--- src/rtl/autoconfig_pkg.sv ---
// Shared definitions for the Zorro II autoconfig chain.
//   - Register offsets, given as A[6:1] values (byte offset / 2).
//   - er_type field layout and size codes.
//   - Engine state encoding.
//   - A small nibble-extract helper.
package autoconfig_pkg;

  // Base of the autoconfig window, A[23:16].
  localparam logic [7:0] CFG_WINDOW      = 8'hE8;

  // Read offsets.
  localparam logic [5:0] OFF_ER_TYPE_HI  = 6'h00;  // $00
  localparam logic [5:0] OFF_ER_TYPE_LO  = 6'h01;  // $02
  localparam logic [5:0] OFF_PRODUCT_HI  = 6'h02;  // $04
  localparam logic [5:0] OFF_PRODUCT_LO  = 6'h03;  // $06
  localparam logic [5:0] OFF_FLAGS_HI    = 6'h04;  // $08
  localparam logic [5:0] OFF_FLAGS_LO    = 6'h05;  // $0A
  localparam logic [5:0] OFF_MANUF_0     = 6'h08;  // $10, most significant nibble
  localparam logic [5:0] OFF_MANUF_3     = 6'h0B;  // $16
  localparam logic [5:0] OFF_SERIAL_0    = 6'h0C;  // $18, most significant nibble
  localparam logic [5:0] OFF_SERIAL_7    = 6'h13;  // $26
  localparam logic [5:0] OFF_CTRL_HI     = 6'h20;  // $40
  localparam logic [5:0] OFF_CTRL_LO     = 6'h21;  // $42

  // Write offsets.
  localparam logic [5:0] OFF_BASE_HI     = 6'h24;  // $48
  localparam logic [5:0] OFF_BASE_LO     = 6'h25;  // $4A
  localparam logic [5:0] OFF_SHUTUP      = 6'h26;  // $4C

  // er_type byte layout.
  typedef enum logic [1:0] {
    ERT_ZORRO_II = 2'b11
  } er_board_type_e;

  typedef enum logic [2:0] {
    ER_SIZE_8M   = 3'b000,
    ER_SIZE_64K  = 3'b001,
    ER_SIZE_128K = 3'b010,
    ER_SIZE_256K = 3'b011,
    ER_SIZE_512K = 3'b100,
    ER_SIZE_1M   = 3'b101,
    ER_SIZE_2M   = 3'b110,
    ER_SIZE_4M   = 3'b111
  } er_size_e;

  typedef struct packed {
    er_board_type_e board_type;  // [7:6]
    logic           link_memory; // [5] board is memory for the free pool
    logic           rom_vector;  // [4]
    logic           chained;     // [3] another board follows on this card
    er_size_e       size;        // [2:0]
  } er_type_t;

  typedef enum logic [1:0] {
    ST_IDLE  = 2'd0,
    ST_CYCLE = 2'd1,
    ST_DONE  = 2'd2
  } ac_state_e;

  // Nibble pos of a 32-bit word, pos 0 being the least significant nibble.
  function automatic logic [3:0] nibble_of(input logic [31:0] word, input logic [2:0] pos);
    return word[{pos, 2'b00} +: 4];
  endfunction

endpackage

--- src/rtl/autoconfig_rom_nibble.sv ---
// Autoconfig ROM nibble mux for one board.
//   a_low   : A[6:1] of the current access
//   er_type : er_type byte of the board being configured
//   product : product byte of the board being configured
//   nibble  : value to present on D[15:12]
// Everything except er_type and the $40/$42 control registers reads inverted.
module autoconfig_rom_nibble
  import autoconfig_pkg::*;
#(
  parameter logic [15:0] MANUF_ID = 16'h0A1C,
  parameter logic [31:0] SERIAL   = 32'h0000_0000
) (
  input  logic [5:0] a_low,
  input  logic [7:0] er_type,
  input  logic [7:0] product,
  output logic [3:0] nibble
);

  logic [2:0] rel_manuf_s;
  logic [2:0] rel_serial_s;

  // Position inside the manufacturer / serial runs; modulo-8 arithmetic is exact here.
  assign rel_manuf_s  = a_low[2:0] - OFF_MANUF_0[2:0];
  assign rel_serial_s = a_low[2:0] - OFF_SERIAL_0[2:0];

  // Offset decode, most significant nibble at the lowest address.
  always_comb begin
    nibble = 4'hF;
    case (a_low) inside
      OFF_ER_TYPE_HI:              nibble = er_type[7:4];
      OFF_ER_TYPE_LO:              nibble = er_type[3:0];
      OFF_PRODUCT_HI:              nibble = ~product[7:4];
      OFF_PRODUCT_LO:              nibble = ~product[3:0];
      OFF_FLAGS_HI, OFF_FLAGS_LO:  nibble = ~4'h0;
      [OFF_MANUF_0:OFF_MANUF_3]:   nibble = ~nibble_of({16'h0000, MANUF_ID}, 3'd3 - rel_manuf_s);
      [OFF_SERIAL_0:OFF_SERIAL_7]: nibble = ~nibble_of(SERIAL, 3'd7 - rel_serial_s);
      OFF_CTRL_HI, OFF_CTRL_LO:    nibble = 4'h0;
      default:                     nibble = 4'hF;
    endcase
  end

endmodule

--- src/rtl/autoconfig_chain.sv ---
// Zorro II autoconfig engine presenting N_BOARDS logical boards in turn on one
// CFGIN_n/CFGOUT_n link.
//   C7M, RESET         : clock, synchronous active-high reset
//   CFGIN_n / CFGOUT_n : config chain in / out
//   AS_n, DS_n, RW_n   : 68000 strobes (AS_n/DS_n asynchronous) and direction
//   A_HIGH, A_LOW      : A[23:16], A[6:1]
//   D_IN / D_OUT, D_OE : D[15:12] write data, read nibble and its enables
//   BASE_ADDR, CONFIGURED_n, SHUTUP : per-board results of configuration
//   ACTIVE_IDX         : board currently answering (saturates at the last board)
module autoconfig_chain
  import autoconfig_pkg::*;
#(
  parameter int                    N_BOARDS    = 2,
  parameter logic [15:0]           MANUF_ID    = 16'h0A1C,
  parameter logic [31:0]           SERIAL      = 32'h0000_0000,
  parameter logic [8*N_BOARDS-1:0] ER_TYPE_VEC = {8'hE6, 8'hC1},
  parameter logic [8*N_BOARDS-1:0] PRODUCT_VEC = {8'h02, 8'h01}
) (
  input  logic                    C7M,
  input  logic                    RESET,
  input  logic                    CFGIN_n,
  input  logic                    AS_n,
  input  logic                    DS_n,
  input  logic                    RW_n,
  input  logic [7:0]              A_HIGH,
  input  logic [5:0]              A_LOW,
  input  logic [3:0]              D_IN,
  output logic [3:0]              D_OUT,
  output logic [3:0]              D_OE,
  output logic [8*N_BOARDS-1:0]   BASE_ADDR,
  output logic [N_BOARDS-1:0]     CONFIGURED_n,
  output logic [N_BOARDS-1:0]     SHUTUP,
  output logic                    CFGOUT_n,
  output logic [1:0]              ACTIVE_IDX
);

  localparam logic [2:0] N_END  = 3'(N_BOARDS);
  localparam logic [2:0] N_LAST = 3'(N_BOARDS) - 3'd1;

  logic                  as_meta_q, as_s_q, ds_meta_q, ds_s_q;
  ac_state_e             state_q, state_d;
  logic [3:0]            d_oe_q, d_oe_d, d_out_q, d_out_d, lo_latch_q, lo_latch_d;
  logic [2:0]            idx_q, idx_d;
  logic [8*N_BOARDS-1:0] base_q, base_d;
  logic [N_BOARDS-1:0]   cfg_n_q, cfg_n_d, shutup_q, shutup_d;
  logic                  cfgout_n_q, cfgout_n_d;
  logic [1:0]            active_idx_q, active_idx_d, sel_idx_s;
  logic                  hit_s, wr_s;
  logic [3:0]            rom_nib_s;
  logic [7:0]            er_type_arr [N_BOARDS];
  logic [7:0]            product_arr [N_BOARDS];

  for (genvar g = 0; g < N_BOARDS; g++) begin : g_board_id
    assign er_type_arr[g] = ER_TYPE_VEC[8*g +: 8];
    assign product_arr[g] = PRODUCT_VEC[8*g +: 8];
  end

  // Once every board is done idx sits at N_BOARDS; keep the ROM index in range.
  assign sel_idx_s = (idx_q < N_END) ? idx_q[1:0] : N_LAST[1:0];
  assign hit_s     = !CFGIN_n && (idx_q < N_END) && (A_HIGH == CFG_WINDOW) && !as_s_q;

  autoconfig_rom_nibble #(
    .MANUF_ID (MANUF_ID),
    .SERIAL   (SERIAL)
  ) u_rom (
    .a_low    (A_LOW),
    .er_type  (er_type_arr[sel_idx_s]),
    .product  (product_arr[sel_idx_s]),
    .nibble   (rom_nib_s)
  );

  // Bus-cycle FSM. A hit in IDLE is handled like CYCLE so the strobe-to-action
  // latency is the same whether DS_n falls with AS_n or later.
  always_comb begin
    state_d = state_q;
    d_oe_d  = d_oe_q;
    wr_s    = 1'b0;
    case (state_q)
      ST_IDLE: begin
        if (!hit_s) begin
          state_d = ST_IDLE;
          d_oe_d  = 4'h0;
        end else if (!ds_s_q && !RW_n) begin
          wr_s    = 1'b1;
          state_d = ST_DONE;
          d_oe_d  = 4'h0;
        end else if (!ds_s_q) begin
          state_d = ST_CYCLE;
          d_oe_d  = 4'hF;
        end else begin
          state_d = ST_CYCLE;
          d_oe_d  = 4'h0;
        end
      end
      ST_CYCLE: begin
        if (as_s_q) begin
          state_d = ST_IDLE;
          d_oe_d  = 4'h0;
        end else if (!ds_s_q && !RW_n) begin
          wr_s    = 1'b1;
          state_d = ST_DONE;
          d_oe_d  = 4'h0;
        end else if (!ds_s_q) begin
          d_oe_d  = 4'hF;
        end else begin
          d_oe_d  = d_oe_q;
        end
      end
      ST_DONE: begin
        d_oe_d = 4'h0;
        if (as_s_q) begin
          state_d = ST_IDLE;
        end else begin
          state_d = ST_DONE;
        end
      end
      default: begin
        state_d = ST_IDLE;
        d_oe_d  = 4'h0;
      end
    endcase
  end

  // Register writes, chain output and display index.
  always_comb begin
    idx_d      = idx_q;
    lo_latch_d = lo_latch_q;
    base_d     = base_q;
    cfg_n_d    = cfg_n_q;
    shutup_d   = shutup_q;
    if (wr_s) begin
      case (A_LOW)
        OFF_BASE_LO: lo_latch_d = D_IN;
        OFF_BASE_HI: begin
          for (int i = 0; i < N_BOARDS; i++) begin
            if (idx_q == 3'(i)) begin
              base_d[8*i +: 8] = {D_IN, lo_latch_q};
              cfg_n_d[i]       = 1'b0;
            end else begin
              base_d[8*i +: 8] = base_q[8*i +: 8];
            end
          end
          idx_d = idx_q + 3'd1;
        end
        OFF_SHUTUP: begin
          for (int i = 0; i < N_BOARDS; i++) begin
            if (idx_q == 3'(i)) begin
              shutup_d[i] = 1'b1;
            end else begin
              shutup_d[i] = shutup_q[i];
            end
          end
          idx_d = idx_q + 3'd1;
        end
        default: idx_d = idx_q;
      endcase
    end else begin
      idx_d = idx_q;
    end
    // Built from idx_d so the chain output moves on the same edge as the commit.
    cfgout_n_d   = (idx_d != N_END) | CFGIN_n;
    active_idx_d = (idx_d < N_END) ? idx_d[1:0] : N_LAST[1:0];
    // Address is only trusted while AS is asserted; otherwise hold the last nibble.
    d_out_d      = as_s_q ? d_out_q : rom_nib_s;
  end

  // All state: strobe synchronisers, FSM and registered outputs.
  always_ff @(posedge C7M) begin
    if (RESET) begin
      as_meta_q    <= 1'b1;
      as_s_q       <= 1'b1;
      ds_meta_q    <= 1'b1;
      ds_s_q       <= 1'b1;
      state_q      <= ST_IDLE;
      d_oe_q       <= 4'h0;
      d_out_q      <= 4'h0;
      lo_latch_q   <= 4'h0;
      idx_q        <= 3'd0;
      base_q       <= '0;
      cfg_n_q      <= '1;
      shutup_q     <= '0;
      cfgout_n_q   <= 1'b1;
      active_idx_q <= 2'd0;
    end else begin
      as_meta_q    <= AS_n;
      as_s_q       <= as_meta_q;
      ds_meta_q    <= DS_n;
      ds_s_q       <= ds_meta_q;
      state_q      <= state_d;
      d_oe_q       <= d_oe_d;
      d_out_q      <= d_out_d;
      lo_latch_q   <= lo_latch_d;
      idx_q        <= idx_d;
      base_q       <= base_d;
      cfg_n_q      <= cfg_n_d;
      shutup_q     <= shutup_d;
      cfgout_n_q   <= cfgout_n_d;
      active_idx_q <= active_idx_d;
    end
  end

  assign D_OUT        = d_out_q;
  assign D_OE         = d_oe_q;
  assign BASE_ADDR    = base_q;
  assign CONFIGURED_n = cfg_n_q;
  assign SHUTUP       = shutup_q;
  assign CFGOUT_n     = cfgout_n_q;
  assign ACTIVE_IDX   = active_idx_q;

endmodule

--- config.mk ---
export PLATFORM = sky130hd
export DESIGN_NAME = autoconfig_chain
export DESIGN_NICKNAME = d
export VERILOG_FILES = /design/src/rtl/autoconfig_pkg.sv /design/src/rtl/autoconfig_rom_nibble.sv /design/src/rtl/autoconfig_chain.sv
export SDC_FILE = /design/constraint.sdc
export NUM_CORES = 1
export LEC_CHECK = 0
export CORE_MARGIN = 4
export CORE_UTILIZATION = 40
export DETAILED_ROUTE_END_ITERATION = 16
export PLACE_DENSITY = 0.77
export SLEW_MARGIN = 20
export SYNTH_ARGS = -nofsm -noshare
export SYNTH_HDL_FRONTEND = slang
export SYNTH_SLANG_ARGS = --single-unit
--- constraint.sdc ---
create_clock -name C7M -period 2 [get_ports C7M]
set_input_delay 0.2 -clock C7M [delete_from_list [all_inputs] [get_ports C7M]]
set_output_delay 0.2 -clock C7M [all_outputs]
set_load 0.05 [all_outputs]
==> summary.md, run 1 <==
| Metric | Value |
|---|---|
| Status | complete, no violations |
| Most frequent cells in the layout | clkdlybuf4s50_1 (54), dfxtp_1 (39), nor2_1 (36) |
| Drt wl/cell | between 10 and 15 um |
| Commonest non-fill, non-tap cell in the layout | clkdlybuf4s50_1 |
| Final min period | between 1.5 and 2 ns |
| Worst vdd ir | around 460 uV |
| Worst setup EP type | flop |
| HP Class | flop to flop |
| FF+latch area | ~800 um^2 |
| Top FF cell, synth | dfxtp_1 |
| RR Endpoint | ACTIVE_IDX[0] |
| Post-DP HPWL | about 3.1 mm |
| CP arrival | around 2.1 ns |
| Count of input and output buffers | 54 |
| Antenna Nets Post-Route | 0 |
| Pwr dens | just under 600 nW/um^2 |
| Sink Count | 41 |
| Mean Syn Cell Area | 9.50 um^2 |
| Seq cells post-synth | 41 |
| TritonCTS clock tree | built |
| Final Hold Viols | 0 |
| Crit path kind | flop to flop |
| Worst Path Buf+Inv | 2 |
| Nets | ~290 |
| Cells after synthesis | 194 |
| Sequential share of the synthesized area | 44.5% |
| Filler cells | 370 |
| Pre-CTS WS | -0.220 ns |
| R2r setup slk | between 0.1 and 0.15 ns |
| H-Tree Level Count | 2 |
| Die Footprint | roughly 5800 um^2 |
| CP startpoint | state_q[1] |
| Root cell of the clock tree | clkbuf_8 |
| Power Total | about 1.5 mW |
| Vias | around 1600 |
| Initial Utilization | between 40% and 50% |
| Vias in the first global route | about 1500 |
| HP Start | ds_meta_q |
| Cts hold-fix bufs | 0 |
| Gpl congestion | a little under 0.8 |
| Core outline area | between 4000 and 5000 um^2 |
| Fraction of registers with async set or reset after synthesis | 0% |
| Max Cap Violations | 0 |
| Largest net degree at the start of global routing | 26 |
| CP Cell Sequence | inv_2 -> ha_2 -> and3_4 -> and4_4 -> o211ai_1 -> mux2_4 -> buf_4 -> a21o_1 |
| Crit-path max cell delay | 0.34 ns |
| Slowest CP cell | dfxtp_2 |
| Syn nets | about 220 |
| Synth Area in Compound Gates | 12.2% |
| RSZ-0062 raised after global routing | false |
| Leakage power | 1.09 nW |
| Crit share post-route | between 90% and 100% |
| Worst setup SP type | flop |
| Slew @ Worst Pin | 0.515 ns |
| DRT Pass-1 Iters | 4 |
| Reg2Reg Launch Point | state_q[1] |
| Final WL | 4.21 mm |
| Ys Warns | 0 |
| Slew Limit Headroom | 65.6% |
| Die W | 75.9 um |
| Top delay family on crit path | compound AO/OA/AOI/OAI gates |
| ANT cells | 0 |
| Hold depth | 1 |
| CTS clk-pin slew, worst paths | around 0.080 ns |
| CP Data Required Time | about 2.2 ns |
| Final Setup Violations | 0 |
| Crit-path max FO | 2 |
| Starting DRT DRC Count | 74 |
| Layout area overhead | 44.5% |
| Std-Cell Rows | 24 |
| Vias per cell | ~5.0 |
| Post-synth EDFFs | 0 |
| Mux cell area share after synthesis | 12.0% |
| Die Y | between 70 and 80 um |
| Fmax | around 530 MHz |
| Hold_ws | 0.413 ns |
| Hold Crit Endpoint | ds_s_q |
| Distinct cells, synth | 44 |
| Largest family of logic cells by synthesized area | simple AND/OR/NAND/NOR gates |
| Setup ws final | ~0.11 ns |
| Slew Viols, Final | 0 |
| Synthesized area | ~1800 um^2 |
| Area taken by multi-input logic gates | around 960 um^2 |
| Setup Skew | between 0.01 and 0.015 ns |
| Post-Synth Adder-Cell Area | under 10% |
| DRC errors left | 0 |
| I/O pin cnt | 55 |
| CTS buffer count | 5 |
| Xor/xnor share of the synthesized area | less than 1% |
| Global-route wire length before repair | roughly 7 mm |
| Clk Latency, worst-skew pair | about 0.30 ns |
| GRT Util Overall | between 15 and 20% |
| Worst Reg-to-Reg Cells | 8 |
| GRT overflow | 0 |
| Clk buf depth | 2 |
| Initial antenna violation count | 0 |
| Simple-gate share of the synthesized area | 21.3% |
| Layout cell share with drive strength beyond 1 | 17.1% |
## cell families after synthesis
| logic type | count (synthesis) |
|---|---|
| mux | 22 |
| compound gates | 29 |
| other cells | 1 |
| flops | 41 |
| buf+inv | 20 |
| simple gates | 73 |
| xor+xnor | 2 |
| fa+ha+maj | 6 |
## repair_timing
action,in CTS,in global routing
gates resized for setup,7,2
buffers inserted,0,0
endpoints found under the setup margin,2,11
pin swaps,1,3
## final cells by class
type | count | area share, %
multi-input cells | 133 | 36.0
flip-flops and latches | 41 | 30.9
inverters | 8 | 1.13
clock inverters | 3 | 0.845
repair buffers | 73 | 26.1
clock buffers | 5 | 2.58
well taps | 52 | 2.44
## registers in the layout, summed over array words and instances (netlist names)
signal and flops:
SHUTUP 2, D_OUT 4, state_q 2, as_meta_q 1, CFGOUT_n 1, CONFIGURED_n 2, ACTIVE_IDX 2, ds_s_q 1
idx_q 3, D_OE 1, ds_meta_q 1, as_s_q 1, lo_latch_q 4, BASE_ADDR 16
## Yosys cell counts, drive strengths merged (3+ instances only)
library cell	count	area (um^2)
dfxtp	41	821
or2	4	25.0
clkbuf	8	30.0
a2111oi	3	51.3
inv	8	30.0
buf	4	27.5
nor3	5	25.0
nor2	36	135
ha	6	75.1
o21ai	5	25.0
a21oi	6	30.0
nor2b	7	43.8
nand2	7	26.3
mux2i	21	210
## report_power, final
group	switching, mW	internal, mW	total, mW
registers	0.00486	0.825	0.829
logic	0.0736	0.0770	0.151
clock network	0.308	0.247	0.555
total	0.386	1.15	1.54
## through the flow
| step | util [%] | std cells | area [um^2] | TNS (ns) |
|---|---|---|---|---|
| 2_1_floorplan | - | 194 | 1840 | 0 |
| 6_report | 60.3 | 315 | 2660 | 0 |
| 3_5_place_dp | 57.7 | 307 | 2550 | -2.54 |
| 4_1_cts | 60.1 | 315 | 2650 | 0 |
| 3_3_place_gp | 57.7 | 307 | 2550 | -2.05 |
| 5_1_grt | 60.3 | 315 | 2660 | 0 |
## worst max-delay path by stage
stage                          endpoint  slack, ns  cells after the start
after floorplan                CFGOUT_n      0.008                      7
after global placement     BASE_ADDR[1]      -0.19                      7
after detailed placement   BASE_ADDR[1]      -0.22                      7
after CTS                      CFGOUT_n       0.04                      7
after global routing       BASE_ADDR[5]      0.009                      6
final                     ACTIVE_IDX[0]       0.11                      8
## layer usage
metal / GRT usage, % / wire (um)
met1: 21.0 / 1980
met2: 24.1 / 1840
met3: 4.62 / 318
met4: 6.80 / 70
met5: 0 / 0
(Power assumes the default switching activity.)
==> run 2: changes to the inputs <==
--- a/config.mk
+++ b/config.mk
@@ -5,10 +5,9 @@
 export SDC_FILE = /design/constraint.sdc
 export NUM_CORES = 1
 export LEC_CHECK = 0
-export CORE_MARGIN = 4
 export CORE_UTILIZATION = 40
 export DETAILED_ROUTE_END_ITERATION = 16
-export PLACE_DENSITY = 0.77
+export PLACE_DENSITY = 0.75
 export SLEW_MARGIN = 20
 export SYNTH_ARGS = -nofsm -noshare
 export SYNTH_HDL_FRONTEND = slang
==> constraint.sdc (replaced) <==
create_clock -name C7M -period 2.2 [get_ports C7M]
set_input_delay 0.22 -clock C7M [delete_from_list [all_inputs] [get_ports C7M]]
set_output_delay 0.22 -clock C7M [all_outputs]
set_load 0.05 [all_outputs]
==> summary.md, run 2 (synthesis gave the netlist of run 1 again) <==
| Metric | Value |
|---|---|
| Global-route wire length before repair | 6.90 mm (was 6.98 mm) |
| Initial Utilization | 42.0% (was 41.8%) |
| Slew Viols, Final | 0 (unchanged) |
| Pwr dens | 565 nW/um^2 (was 576 nW/um^2) |
| RSZ-0062 raised after global routing | false (unchanged) |
| Leakage power | 1.07 nW (was 1.09 nW) |
| Fmax | 477 MHz (was 529 MHz) |
| Crit path kind | flop to flop (unchanged) |
| Final Hold Viols | 0 (unchanged) |
| Vias in the first global route | 1530 (was 1521) |
| Util after Layout | 60.1% (was 60.3%) |
| Layout area overhead | 42.9% (was 44.5%) |
| Final min period | 2.10 ns (was 1.89 ns) |
| Pre-CTS WS | -0.0562 ns (was -0.220 ns) |
| CP arrival | 2.26 ns (was 2.09 ns) |
| Final Setup Violations | 0 (unchanged) |
| Flop pwr share | 50.6% (was 54.0%) |
| CP Cell Sequence | inv_1 -> ha_1 -> and3_4 -> and4_2 -> o211ai_1 -> mux2_4 -> or3b_2 (was inv_2 -> ha_2 -> and3_4 -> and4_4 -> o211ai_1 -> mux2_4 -> buf_4 -> a21o_1) |
| GRT Util Overall | 17.6% (was 15.9%) |
| Clk buf depth | 2 (unchanged) |
| Most frequent cells in the layout | clkdlybuf4s50_1 (54), dfxtp_1 (39), nor2_1 (36) (unchanged) |
| Setup TNS | 0 ns (unchanged) |
| Cell-internal power | 1.16 mW (was 1.15 mW) |
| Clk Latency, worst-skew pair | 0.29 ns (was 0.30 ns) |
| Psw | 0.329 mW (was 0.386 mW) |
| Gpl congestion | 0.810 (was 0.780) |
| Max Cap Violations | 0 (unchanged) |
| Non-Filler Instances | 312 (was 315) |
| Core outline area | 4380 um^2 (was 4410 um^2) |
| TritonCTS clock tree | built (unchanged) |
| Top delay family on crit path | simple AND/OR/NAND/NOR gates (was compound AO/OA/AOI/OAI gates) |
| Sink Count | 41 (unchanged) |
| CTS buffer count | 5 (unchanged) |
| Std-Cell Rows | 24 (unchanged) |
| DRC errors left | 0 (unchanged) |
| Commonest non-fill, non-tap cell in the layout | clkdlybuf4s50_1 (unchanged) |
| Placed instance count | 304 (was 307) |
| Logic gate share of total power | 9.1% (was 9.8%) |
| Slew @ Worst Pin | 0.519 ns (was 0.515 ns) |
| Die Y | 69.9 um (was 75.9 um) |
| Sw Share | 22.1% (was 25.2%) |
| DRT Pass-1 Iters | 4 (unchanged) |
| Slew Limit Headroom | 65.3% (was 65.6%) |
| Drt wl/cell | 12.9 um (was 13.4 um) |
| Setup Skew | 0.00623 ns (was 0.0102 ns) |
| Worst setup EP type | flop (unchanged) |
| CP Data Required Time | 2.37 ns (was 2.20 ns) |
| Antenna Nets Post-Route | 0 (unchanged) |
| Nets | 289 (was 292) |
| Slowest CP cell | or3b_2 (was dfxtp_2) |
| Worst vdd ir | 380 uV (was 465 uV) |
| Post-DP HPWL | 2.98 mm (was 3.12 mm) |
| Die Footprint | 4880 um^2 (was 5760 um^2) |
| Largest net degree at the start of global routing | 26 (unchanged) |
| Status | complete, no violations (unchanged) |
| Crit share post-route | 95.3% (was 94.4%) |
| HP Class | flop to flop (unchanged) |
| Final WL | 4.03 mm (was 4.21 mm) |
| Root cell of the clock tree | clkbuf_8 (unchanged) |
| Layout cell share with drive strength beyond 1 | 15.0% (was 17.1%) |
| Vias per cell | 5.05 (was 5.02) |
| Worst Path Buf+Inv | 1 (was 2) |
| Initial antenna violation count | 0 (unchanged) |
| Die W | 69.9 um (was 75.9 um) |
| ANT cells | 0 (unchanged) |
| Count of input and output buffers | 54 (unchanged) |
| Power Total | 1.49 mW (was 1.54 mW) |
| GRT overflow | 0 (unchanged) |
| CTS clk-pin slew, worst paths | 0.08 ns (about the same) |
| Vias | 1577 (was 1581) |
| Setup ws final | 0.104 ns (was 0.111 ns) |
| Clock group share of total power | 40.3% (was 36.2%) |
| Crit-path max cell delay | 0.43 ns (was 0.34 ns) |
| Worst setup SP type | flop (unchanged) |
| Starting DRT DRC Count | 153 (was 74) |
| Crit-path max FO | 4 (was 2) |
| H-Tree Level Count | 2 (unchanged) |
| Largest register FFs | 16 (unchanged) |
| I/O pin cnt | 55 (unchanged) |
| Cts hold-fix bufs | 0 (unchanged) |
[run 2: changes by cell type in the layout (fill, tap and decap cells not counted), sizes merged]
cell,previous run,this run
clkbuf,5,6
clkinv,3,1
bufinv,0,1
buf,19,16
[run 2: metrics by stage]
stage	hold slack, ns	instance area [um^2]
final	0.415	2630
after global routing	0.435	2630
after CTS	0.419	2620
after detailed placement	0.400	2510
after global placement	0.392	2510
after floorplan	0.324	1840
[run 2: area by class of cell]
class                           instances  area [um^2]
Multi-Input combinational cell        133          943
Clock inverter                          2         38.8
Clock buffer                            6         72.6
Sequential cell                        41          823
Inverter                                8         30.0
Tap cell                               52         65.1
Timing Repair Buffer                   70          661
Fill cell                             403         1750
[run 2: layer usage]
metal  up-vias  global-route usage [%]  wire length [um]
li1        797                       -                 -
met1       738                    22.9              1960
met2        38                    27.8              1800
met3         4                    4.91               227
met4         0                    6.44                37
met5         -                       0                 0
[run 2: power by group through the flow]
| stage | Sequential, mW | Combinational, mW | Clock (mW) |
|---|---|---|---|
| final | 0.754 | 0.135 | 0.600 |
| after global placement | 0.771 | 0.133 | 0 |
| after CTS | 0.754 | 0.134 | 0.610 |
| after global routing | 0.755 | 0.146 | 0.631 |
| after detailed placement | 0.771 | 0.134 | 0 |
| after floorplan | 0.788 | 0.0437 | 0 |
[run 2: final timing paths]
path | cells after the start | to | start | slack [ns]
worst min register to register | 1 | as_s_q | as_meta_q | 0.42
worst min-delay path | 1 | as_s_q | as_meta_q | 0.42
worst max-delay path | 7 | CFGOUT_n | state_q[0] | 0.10
worst max register to register | 7 | CFGOUT_n | state_q[0] | 0.10
[run 2: what timing repair did]
item,in CTS,in global routing
endpoints found under the setup margin,0,2
buffers inserted,0,0
resized for setup,0,4
==> run 3: changes to the inputs <==
--- a/config.mk
+++ b/config.mk
@@ -5,9 +5,10 @@
 export SDC_FILE = /design/constraint.sdc
 export NUM_CORES = 1
 export LEC_CHECK = 0
+export ABC_AREA = 1
 export CORE_UTILIZATION = 40
 export DETAILED_ROUTE_END_ITERATION = 16
-export PLACE_DENSITY = 0.75
+export PLACE_DENSITY = 0.73
 export SLEW_MARGIN = 20
 export SYNTH_ARGS = -nofsm -noshare
 export SYNTH_HDL_FRONTEND = slang
==> constraint.sdc (replaced) <==
create_clock -name C7M -period 2 [get_ports C7M]
set_input_delay 0.2 -clock C7M [delete_from_list [all_inputs] [get_ports C7M]]
set_output_delay 0.2 -clock C7M [all_outputs]
set_load 0.05 [all_outputs]
==> summary.md, run 3 <==
| Metric | Value |
|---|---|
| Slew Limit Headroom | 62.8% (was 65.3%) |
| Final Setup Violations | 0 (unchanged) |
| CTS clk-pin slew, worst paths | 0.08 ns (about the same) |
| Starting DRT DRC Count | 92 (was 153) |
| Final WL | 4.33 mm (was 4.03 mm) |
| Drt wl/cell | 10.1 um (was 12.9 um) |
| Hold_ws | 0.419 ns (was 0.415 ns) |
| Mean Syn Cell Area | 6.73 um^2 (was 9.50 um^2) |
| Dominant cell type by area after synthesis | dfxtp_1 (unchanged) |
| Max Cap Violations | 0 (unchanged) |
| Crit path kind | flop to output pin (was flop to flop) |
| Clock group share of total power | 36.8% (was 40.3%) |
| Fraction of registers with async set or reset after synthesis | 0% (unchanged) |
| Post-synth EDFFs | 0 (unchanged) |
| Seq cells post-synth | 41 (unchanged) |
| RSZ-0062 raised after global routing | false (unchanged) |
| GRT overflow | 0 (unchanged) |
| Setup TNS | 0 ns (unchanged) |
| Core outline area | 4820 um^2 (was 4380 um^2) |
| Layout cell share with drive strength beyond 1 | 8.06% (was 15.0%) |
| Die W | 73.6 um (was 69.9 um) |
| Clk Latency, worst-skew pair | 0.30 ns (was 0.29 ns) |
| Fmax | between 500 and 600 MHz |
| Power Total | 1.55 mW (was 1.49 mW) |
| Crit-path max cell delay | 0.83 ns (was 0.43 ns) |
| Clk buf depth | 2 (unchanged) |
| Layout area overhead | 33.3% (was 42.9%) |
| Most frequent cells in the layout | nand2_1 (87), nor2_1 (59), clkdlybuf4s50_1 (54) (was clkdlybuf4s50_1 (54), dfxtp_1 (39), nor2_1 (36)) |
| H-Tree Level Count | 2 (unchanged) |
| Top-count cell post-synth | nand2_1 (was dfxtp_1) |
| Flop pwr share | 53.4% (was 50.6%) |
| Logic gate share of total power | 9.8% (was 9.1%) |
| Vias | 1895 (was 1577) |
| Status | complete, no violations (unchanged) |
| Final min period | between 1.5 and 2 ns |
| Initial Utilization | 42.6% (was 42.0%) |
| Distinct cells, synth | 25 (was 44) |
| Largest net degree at the start of global routing | 18 (was 26) |
| Sw Share | 24.4% (was 22.1%) |
| Slowest CP cell | clkdlybuf4s50_1 (was or3b_2) |
| Die Y | 73.6 um (was 69.9 um) |
| Global-route wire length before repair | 7.13 mm (was 6.90 mm) |
| Worst vdd ir | 315 uV (was 380 uV) |
| Count of input and output buffers | 54 (unchanged) |
| Die Footprint | 5420 um^2 (was 4880 um^2) |
| Antenna Nets Post-Route | 0 (unchanged) |
| Slew @ Worst Pin | 0.557 ns (was 0.519 ns) |
| Filler cells | 488 (was 403) |
| Setup Skew | 0.00303 ns (was 0.00623 ns) |
| I/O pin cnt | 55 (unchanged) |
| Worst setup EP type | output pin (was flop) |
| Vias in the first global route | 1734 (was 1530) |
| Slew Viols, Final | 0 (unchanged) |
| Root cell of the clock tree | clkbuf_8 (unchanged) |
| Leakage power | 1.35 nW (was 1.07 nW) |
| Crit-path max FO | 5 (was 4) |
| CP arrival | 1.51 ns (was 2.26 ns) |
| Sink Count | 41 (unchanged) |
| Sequential share of the synthesized area | 40.0% (was 44.5%) |
| GRT Util Overall | 17.4% (was 17.6%) |
| CTS buffer count | 5 (unchanged) |
| Syn nets | 335 (was 224) |
| Gpl congestion | 0.830 (was 0.810) |
| Commonest non-fill, non-tap cell in the layout | nand2_1 (was clkdlybuf4s50_1) |
| Psw | 0.378 mW (was 0.329 mW) |
| Std-Cell Rows | 25 (was 24) |
| DRC errors left | 0 (unchanged) |
| Top delay family on crit path | buffers and inverters (was simple AND/OR/NAND/NOR gates) |
| Worst Path Buf+Inv | 1 (unchanged) |
| Cell-internal power | 1.18 mW (was 1.16 mW) |
| Largest register FFs | 16 (unchanged) |
| ANT cells | 0 (unchanged) |
| Cts hold-fix bufs | 0 (unchanged) |
| HP Class | flop to flop (unchanged) |
| Top FF cell, synth | dfxtp_1 (unchanged) |
| Final Hold Viols | 0 (unchanged) |
| TritonCTS clock tree | built (unchanged) |
| Vias per cell | 4.44 (was 5.05) |
| Synthesized area | 2050 um^2 (was 1840 um^2) |
| Yosys top cell area share | 40.0% (was 44.5%) |
| Nets | 389 (was 289) |
| Synth cell count leaders | nand2_1 (87), nor2_1 (59), inv_1 (47), dfxtp_1 (41), nand3_1 (13) (was dfxtp_1 (41), nor2_1 (36), mux2i_1 (21), clkbuf_1 (8), inv_1 (8)) |
| Top cells by area, synth | dfxtp_1 (40%), nand2_1 (16%), nor2_1 (11%), inv_1 (8.6%), ha_1 (3.7%) (was dfxtp_1 (45%), mux2i_1 (11%), nor2_1 (7.3%), ha_1 (4.1%), nor2b_1 (2.4%)) |
| Worst setup SP type | flop (unchanged) |
| CP Cell Sequence | clkdlybuf4s50_1 (was inv_1 -> ha_1 -> and3_4 -> and4_2 -> o211ai_1 -> mux2_4 -> or3b_2) |
| Crit share post-route | ~85% |
| CP Data Required Time | 1.80 ns (was 2.37 ns) |
| Pwr dens | 568 nW/um^2 (was 565 nW/um^2) |
| Cells after synthesis | 305 (was 194) |
| Post-DP HPWL | 3.21 mm (was 2.98 mm) |
| Ys Warns | 0 (unchanged) |
| Post-CTS setup buffers | 0 (unchanged) |
| DRT Pass-1 Iters | 5 (was 4) |
| Post_cts resized | 0 (unchanged) |
| Initial antenna violation count | 0 (unchanged) |
## run 3: cell types whose count changed after synthesis, sizes merged, moves of 3 or more
cell,delta
nor2b,-7
inv,+42
mux2i,-21
o21ai,+3
nor2,+26
clkbuf,-5
nand3,+15
a2111oi,-3
a21oi,+3
nand2,+84
## run 3: worst paths after layout
path	start	endpoint	slack, ns	cells past startpoint
setup / recovery	D_OE[2]	D_OE[1]	0.29	1
setup reg to reg	state_q[0]	BASE_ADDR[12]	0.40	10
hold / removal	ds_meta_q	ds_s_q	0.42	1
hold reg to reg	ds_meta_q	ds_s_q	0.42	1
## run 3: cell families after synthesis
group           after synthesis  synth area share [%]
compound gates               17                  4.14
xor+xnor                      1                 0.427
fa+ha+maj                     6                  3.66
buf+inv                      59                  12.2
flops                        41                  40.0
other cells                   1                 0.183
simple gates                180                  39.4
## run 3: stage by stage
stage / utilization [%] / setup WS, ns / instance area, um^2 / std cells
2_1_floorplan: - / 0.527 / 2050 / 305
3_3_place_gp: 54.8 / 0.240 / 2640 / 419
3_5_place_dp: 54.8 / 0.201 / 2640 / 419
4_1_cts: 56.8 / 0.273 / 2740 / 427
5_1_grt: 56.8 / 0.187 / 2740 / 427
6_report: 56.8 / 0.294 / 2740 / 427
## run 3: layout make-up
cell class	count	area, um^2	area share, %
clock buffer	6	82.6	3.02
clock inverter	2	13.8	0.503
inverter	50	188	6.86
multi-input combinational	205	981	35.8
sequential	41	821	30.0
tap	67	83.8	3.06
timing repair buffer	56	568	20.7
## run 3: power groups by stage
stage               Sequential [mW]  Combinational (mW)  Clock (mW)
finish                        0.830               0.151       0.572
global route                  0.831               0.163       0.624
CTS                           0.830               0.152       0.590
detailed placement            0.849               0.152           0
global placement              0.849               0.150           0
floorplan                     0.869              0.0519           0
## run 3: per-layer routing
metal | routed length [um] | share of wire, % | GRT usage (%)
met5 | 0 | 0 | 0
met1 | 2080 | 48 | 21.0
met3 | 185 | 4.3 | 3.98
met2 | 1990 | 46 | 29.6
met4 | 76 | 1.8 | 7.69
